**config.mk**
```make
export PLATFORM = sky130hd
export DESIGN_NAME = operand_queue_reg
export DESIGN_NICKNAME = d
export VERILOG_FILES = /design/src/rtl/operand_queue_reg_pkg.sv /design/src/rtl/opq_ptr_ctrl.sv /design/src/rtl/operand_queue_reg.sv
export SDC_FILE = /design/constraint.sdc
export NUM_CORES = 1
export LEC_CHECK = 0
export CORE_ASPECT_RATIO = 1.75
export CORE_MARGIN = 5
export CORE_UTILIZATION = 45
export DETAILED_ROUTE_END_ITERATION = 8
export PLACE_DENSITY = 0.77
export SYNTH_ARGS = -nofsm -noshare
export SYNTH_HDL_FRONTEND = slang
export SYNTH_SLANG_ARGS = --single-unit
```
**constraint.sdc**
```tcl
create_clock -name clock -period 2.5 [get_ports clock]
set_input_delay 0.375 -clock clock [delete_from_list [all_inputs] [get_ports clock]]
set_output_delay 0.375 -clock clock [all_outputs]
set_load 0.02 [all_outputs]
```
**src/rtl/operand_queue_reg_pkg.sv**
```systemverilog
// Shared defaults and helpers for the operand queue.
package operand_queue_reg_pkg;

  localparam int unsigned OPQ_WIDTH = 8;
  localparam int unsigned OPQ_NCH   = 2;
  localparam int unsigned OPQ_DEPTH = 2;

  // Pointer width for a queue of the given depth; a single entry still needs one bit.
  function automatic int unsigned opq_ptr_w(input int unsigned depth);
    return (depth > 1) ? $clog2(depth) : 1;
  endfunction

endpackage

```
**src/rtl/opq_ptr_ctrl.sv**
```systemverilog
// Read/write pointers, occupancy count and full/empty flags for the operand queue.
module opq_ptr_ctrl
  import operand_queue_reg_pkg::*;
#(
  parameter int unsigned DEPTH = OPQ_DEPTH,
  localparam int unsigned PW = opq_ptr_w(DEPTH),
  localparam int unsigned CW = $clog2(DEPTH + 1)
) (
  input  logic          clock,
  input  logic          reset,
  input  logic          push_i,
  input  logic          pop_i,
  input  logic          clr_i,
  output logic [PW-1:0] wr_ptr_o,
  output logic [PW-1:0] rd_ptr_o,
  output logic [CW-1:0] count_o,
  output logic          full_o,
  output logic          empty_o
);

  logic [PW-1:0] wr_ptr_q, wr_ptr_d;
  logic [PW-1:0] rd_ptr_q, rd_ptr_d;
  logic [CW-1:0] count_q, count_d;
  logic          full_q, full_d;
  logic          empty_q, empty_d;

  // Next pointer/count; clear wins, pointers wrap at DEPTH-1 for any depth.
  always_comb begin
    wr_ptr_d = wr_ptr_q;
    rd_ptr_d = rd_ptr_q;
    count_d  = count_q;
    if (clr_i) begin
      wr_ptr_d = '0;
      rd_ptr_d = '0;
      count_d  = '0;
    end else begin
      if (push_i) begin
        wr_ptr_d = (wr_ptr_q == PW'(DEPTH - 1)) ? '0 : wr_ptr_q + PW'(1);
      end
      if (pop_i) begin
        rd_ptr_d = (rd_ptr_q == PW'(DEPTH - 1)) ? '0 : rd_ptr_q + PW'(1);
      end
      case ({push_i, pop_i})
        2'b10:   count_d = count_q + CW'(1);
        2'b01:   count_d = count_q - CW'(1);
        default: count_d = count_q;
      endcase
    end
    full_d  = (count_d == CW'(DEPTH));
    empty_d = (count_d == '0);
  end

  // Pointer, count and flag registers.
  always_ff @(posedge clock or negedge reset) begin
    if (!reset) begin
      wr_ptr_q <= '0;
      rd_ptr_q <= '0;
      count_q  <= '0;
      full_q   <= 1'b0;
      empty_q  <= 1'b1;
    end else begin
      wr_ptr_q <= wr_ptr_d;
      rd_ptr_q <= rd_ptr_d;
      count_q  <= count_d;
      full_q   <= full_d;
      empty_q  <= empty_d;
    end
  end

  assign wr_ptr_o = wr_ptr_q;
  assign rd_ptr_o = rd_ptr_q;
  assign count_o  = count_q;
  assign full_o   = full_q;
  assign empty_o  = empty_q;

endmodule

```
**src/rtl/operand_queue_reg.sv**
```systemverilog
// Operand tuple FIFO between register-file read and the ALU.
module operand_queue_reg
  import operand_queue_reg_pkg::*;
#(
  parameter int unsigned WIDTH = OPQ_WIDTH,
  parameter int unsigned NCH   = OPQ_NCH,
  parameter int unsigned DEPTH = OPQ_DEPTH,
  localparam int unsigned DW = NCH * WIDTH,
  localparam int unsigned PW = opq_ptr_w(DEPTH),
  localparam int unsigned CW = $clog2(DEPTH + 1)
) (
  input  logic          clock,
  input  logic          reset,
  input  logic          run,
  input  logic          capture,
  input  logic [DW-1:0] operands_in,
  input  logic          flush,
  output logic          capture_ready,
  output logic [DW-1:0] operands_out,
  output logic          out_valid,
  input  logic          out_ready,
  output logic [CW-1:0] count,
  output logic          overflow
);

  logic [DW-1:0] mem_q [DEPTH];
  logic [PW-1:0] wr_ptr;
  logic [PW-1:0] rd_ptr;
  logic          full;
  logic          empty;
  logic          push;
  logic          pop;
  logic          clr;
  logic          drop;
  logic          overflow_q, overflow_d;

  // Handshake decode; a pop frees the slot a same-cycle capture needs when full.
  always_comb begin
    clr           = flush & run;
    pop           = ~empty & out_ready & run & ~flush;
    capture_ready = ~full | pop;
    push          = capture & run & capture_ready & ~flush;
    drop          = capture & run & ~capture_ready & ~flush;
    overflow_d    = overflow_q | drop;
  end

  opq_ptr_ctrl #(
    .DEPTH(DEPTH)
  ) u_ptr_ctrl (
    .clock   (clock),
    .reset   (reset),
    .push_i  (push),
    .pop_i   (pop),
    .clr_i   (clr),
    .wr_ptr_o(wr_ptr),
    .rd_ptr_o(rd_ptr),
    .count_o (count),
    .full_o  (full),
    .empty_o (empty)
  );

  // Tuple storage; all channels of a tuple are written together.
  always_ff @(posedge clock or negedge reset) begin
    if (!reset) begin
      for (int i = 0; i < int'(DEPTH); i++) begin
        mem_q[i] <= '0;
      end
    end else if (push) begin
      mem_q[wr_ptr] <= operands_in;
    end
  end

  // Sticky overflow, cleared only by reset.
  always_ff @(posedge clock or negedge reset) begin
    if (!reset) begin
      overflow_q <= 1'b0;
    end else begin
      overflow_q <= overflow_d;
    end
  end

  // Head presentation; zeroed while empty so stale entries never leak out.
  always_comb begin
    out_valid    = ~empty;
    operands_out = empty ? '0 : mem_q[rd_ptr];
  end

  assign overflow = overflow_q;

endmodule

```
Word level (Yosys, flattened, before mapping)
Cells that the tools add are included. Widths: inputs -> output; s select.

Bitwise logic cells: 17. Order comparisons: 3. $add $sub $neg: 4. Multiplexer cells: 15. Reductions and logical operators: 4. Equal/unequal tests: 3.

Operator list (count): $mux 16 (5); $bwmux 32 (1); $demux 16 s1 (1); $and 1x1->1 (9); $mux 1 (6); $eq 2x2->1 const B (2); $ge 2x2->1 const B (2); $not 1->1 (4); $not 1->2 (2); $pmux 2 s2 (1); $reduce_bool 2->1 (2); $add 1x1->1 const B (2); $add 2x1->2 const B (1); $eq 2x1->1 const B (1); $logic_not 2->1 (1); $lt 2x1->1 const B (1); $mux 2 (1); $or 1x1->1 (2); $sub 2x1->2 const B (1); $logic_and 1x1->1 (1).

Register bits: 39. Bits of input ports: 22. Output and inout port bits: 21. Word-level logic and storage cells: 54.

Longest topological paths before layout
Depth after elaboration: 11. Mapped depth: 7. Mapped depth without buffers: 6.

By module
From an unflattened synthesis, not the netlist that was laid out.

Cell total of the unflattened synthesis: 143. Area total of the unflattened synthesis: 1953.1 µm².

By module, submodules not included: operand_queue_reg (instances 1, seq. area each 825.8 µm², area each 1662.8 µm², cells each 117); opq_ptr_ctrl (instances 1, seq. area each 151.4 µm², area each 290.3 µm², cells each 26).

Worst setup path after synthesis
No wires, ideal clock.

Path kind: reg2reg. From: reg u_ptr_ctrl.empty_q, in the netlist u_ptr_ctrl.empty_o. To: reg u_ptr_ctrl.count_q[1], in the netlist u_ptr_ctrl.count_o[1]. Data required time: 2423 ps. Path buffers: 1. Stages on the path, launching flop included: 6. Data arrival time: 1675 ps. Setup slack: 748 ps. Period minus slack after synthesis: 1752 ps. Library setup time: 77 ps. Cell sequence: dfstp_2 -> buf_6 -> and4bb_2 -> ha_1 -> or3_1 -> a21oi_1.

Longest elaborated chain between the ends: 10. Elaborated cells between the ends (all ways): 11. Classes of those cells: 2 x eq/ne; 2 x mux; 7 x bitwise.

RTL lines: start, declared (line opq_ptr_ctrl.sv:25) `logic empty_q, empty_d;`; start signal, assigned (line opq_ptr_ctrl.sv:66) `empty_q <= empty_d;`; $not 1->1 (*) (line operand_queue_reg.sv:40) `pop = ~empty & out_ready & run & ~flush;`; $and 1x1->1 (*) (3 in series) (line operand_queue_reg.sv:40); $or 1x1->1 (line operand_queue_reg.sv:41) `capture_ready = ~full | pop;`; $and 1x1->1 (2 in series) (line operand_queue_reg.sv:42) `push = capture & run & capture_ready & ~flush;`; $eq 2x1->1 / $eq 2x2->1 (equally long branches) (line opq_ptr_ctrl.sv:43) `case ({push_i, pop_i})`; $pmux 2 s2 (*) (line opq_ptr_ctrl.sv:43); $mux 2 (*) (line opq_ptr_ctrl.sv:32) `if (clr_i) begin`; net u_ptr_ctrl.count_d[1] (line opq_ptr_ctrl.sv:23) `logic [CW-1:0] count_q, count_d;`; end signal, assigned (line opq_ptr_ctrl.sv:64) `count_q <= count_d;`; end, declared (line opq_ptr_ctrl.sv:23).

The timed path passes the listed nets; every way through them passes the cells marked *. A chain may end at the register's enable or synchronous reset.

Worst setup path in the final report
From: reg u_ptr_ctrl.rd_ptr_q, in the netlist u_ptr_ctrl.rd_ptr_o. To: out operands_out[13].

Longest elaborated chain between the ends: 5.

RTL lines: start, declared (line opq_ptr_ctrl.sv:22) `logic [PW-1:0] rd_ptr_q, rd_ptr_d;`; start signal, assigned (line opq_ptr_ctrl.sv:63) `rd_ptr_q <= rd_ptr_d;`; $not 1->2 (not written as such) (line operand_queue_reg.sv:85) `operands_out = empty ? '0 : mem_q[rd_ptr];`; $mux 16 (not written as such) (3 in series) (line operand_queue_reg.sv:85); $mux 16 (line operand_queue_reg.sv:85); end, declared (line operand_queue_reg.sv:19) `output logic [DW-1:0] operands_out,`.

Every way passes these cells. The select of a mux whose other input is x is not followed.

==> impl_metrics.json <==
{
  "status": "complete, no violations",
  "ys_seq_elements": 39,
  "seq_area_frac_synth_pct": 50.3,
  "finalCritPeriodShare_pct": 93.8,
  "cp_max_fo": 14,
  "fin_nets": 212,
  "crit_path_end_kind": "output pin",
  "grt_first_pass_wirelength_um": 6960,
  "vias": 1277,
  "post_synth_num_cell_types": 29,
  "crit_path_start_kind": "flip-flop",
  "p_int_w": 0.00168,
  "ios": 43,
  "cp.arrival_ps": 1970,
  "cts_tree": "built",
  "numCtsBuffers": 5,
  "std_cell_rows": 31,
  "ff2ff_setup_slack_ps": 390,
  "drive_gt1_share_pct": 27.9,
  "required_ps": 2120,
  "syn_area_um2": 1940,
  "finalMaxSlewViolations": 0,
  "utilization_pct": 60.4,
  "die-area_um2": 5790,
  "slew_headroom_pct": 42.6,
  "grt_setup_unrepaired": "no",
  "drt_iter0_drc": 20,
  "seqPwrFrac_pct": 43.2,
  "syn_avg_cell_area_um2": 14.0,
  "dpl.hpwl_um": 3120,
  "fmax_mhz": 426,
  "antenna_found_initial": 0,
  "final_common_cell": "clkdlybuf4s50_1",
  "antenna_cells": 0,
  "timing.final.hold_violations": 0,
  "postLayoutCellArea_um2": 2510,
  "detail_route.wirelength_um": 4080,
  "cts.repair.resized": 0,
  "track_usage_pct": 15.6,
  "worst_pin_slew_ps": 861,
  "fp.dieW_um": 59.7,
  "finClkSkew_ps": 2.82,
  "min_path_type": "input port to async pin",
  "portBuffers": 42,
  "leakage_nw": 1.07,
  "clockBufferDepth": 2,
  "yosysWarnings": 0,
  "netSwitchingFraction_pct": 30.8,
  "fp.dieH_um": 97.0,
  "cts_max_level": 2,
  "grt_max_degree": 40,
  "grt_pass1_vias": 1442,
  "core_area_um2": 4150,
  "start_util_pct": 46.8,
  "gp_congestion": 0.725,
  "p_sw_w": 0.000749,
  "drc": 0,
  "place_area_um2": 2410,
  "power_density_nw_per_um2": 969,
  "p_clk_share_pct": 18.7,
  "setup_viol": 0,
  "path_clk_slew_ps": 70,
  "comb_power_share_pct": 38.0,
  "synthCells": 139,
  "peakVddDrop_mv": 0.545,
  "ctsHoldBuffers": 0,
  "first_pass_iters": 4,
  "grt_overflow": 0,
  "clock_latency_ps": 280,
  "critical_path_class": "flip-flop to output pin",
  "period_needed_ps": 2350,
  "whs_ps": 199,
  "final_cell_mix": "clkdlybuf4s50_1, dfrtp_1, mux2_4, mux2i_1, nor2_1",
  "area_growth_pct": 29.0,
  "viasPerCell": 5.34,
  "post_cts.repair.setup_buffers": 0,
  "cts-root-buf": "clkbuf_8",
  "wl_per_cell_um": 17.1,
  "drtAntennaViolNets": 0,
  "cap_viol_max_count": 0,
  "cts_num_sinks": 39,
  "finalSetupTns_ps": 0,
  "syn-num-nets": 162
}
[synthesized netlist by cell type (all sizes together)]
master	count	area (µm²)
clkbuf	1	3.75
ha	1	12.5
o21bai	1	7.51
or3	1	6.26
a22oi	1	7.51
dfstp	1	26.3
a21o	1	7.51
buf	5	61.3
nand2b	2	20.0
a21oi	1	5.00
and4bb	1	12.5
nand3b	1	20.0
mux2	32	435
mux2i	18	180
nand2	3	11.3
xnor2	2	17.5
nor2	17	63.8
nor3	1	5.00
nor2b	3	18.8
inv	3	11.3
o21ai	1	5.00
a211oi	2	40.0
and2	1	6.26
dfrtp	38	951
a211o	1	8.76
[registers in the layout (all words and copies together), names as in the netlist]
name / count
mem_q: 32
overflow: 1
u_ptr_ctrl.count_o: 2
u_ptr_ctrl.empty_o: 1
u_ptr_ctrl.full_o: 1
u_ptr_ctrl.rd_ptr_o: 1
u_ptr_ctrl.wr_ptr_o: 1
[power groups by stage]
stage,clock network (W),logic [W],registers [W]
floorplan,0,0.000625,0.00101
global placement,0,0.000902,0.00103
detailed placement,0,0.000937,0.00106
CTS,0.000470,0.000942,0.00105
global route,0.000496,0.000994,0.00109
finish,0.000455,0.000924,0.00105
[worst paths after layout]
path                                startpoint                     to  cells past startpoint
max                        u_ptr_ctrl.rd_ptr_o       operands_out[13]                      4
min                                      reset  u_ptr_ctrl.count_o[0]                      1
max reg2reg                 u_ptr_ctrl.empty_o  u_ptr_ctrl.count_o[1]                      6
min reg2reg                           overflow               overflow                      1
max in group asynchronous                reset               mem_q[9]                      1
min in group clock                    overflow               overflow                      1
[cells by family (layout without fill, tap and decap cells)]
logic type	count (synthesis)	in the layout	share of synthesized area, %
AND/OR/NAND/NOR	30	30	8.43
multiplexers	50	50	31.7
XOR/XNOR	2	2	0.901
buffers and inverters	9	60	3.93
adder cells (fa/ha/maj)	1	1	0.643
AO/OA/AOI/OAI	8	8	4.18
flip-flops	39	39	50.3
[worst max-delay path, cell delays in order, from the launching register on]
cell and delay [ps]:
dfrtp_1 460, buf_4 320, mux2i_1 120, nor2_1 140, clkdlybuf4s50_1 650
[stage by stage]
| step | power, W | instances | worst slack [ps] |
|---|---|---|---|
| finish | 0.00243 | 239 | 154 |
| global route | 0.00258 | 239 | 73.1 |
| CTS | 0.00247 | 239 | 111 |
| detailed placement | 0.00200 | 231 | 192 |
| global placement | 0.00194 | 231 | 216 |
| floorplan | 0.00164 | 139 | 748 |
[cell type report]
class                      count  area (µm²)
clock buffer                   8         100
fill                         335        1640
inverter                       3        11.3
multi-input combinational     91         891
sequential                    39         977
tap                           49        61.3
timing repair buffer          49         468
[routing by layer]
layer | part of all wire [%] | track usage [%] | vias up
met2 | 57 | 27.4 | 30
met4 | 1.6 | 5.12 | 0
met5 | 0 | 0 | -
li1 | - | - | 581
met1 | 37 | 17.9 | 659
met3 | 4.3 | 3.60 | 7
No activity file was read; power rests on OpenSTA's default activity.
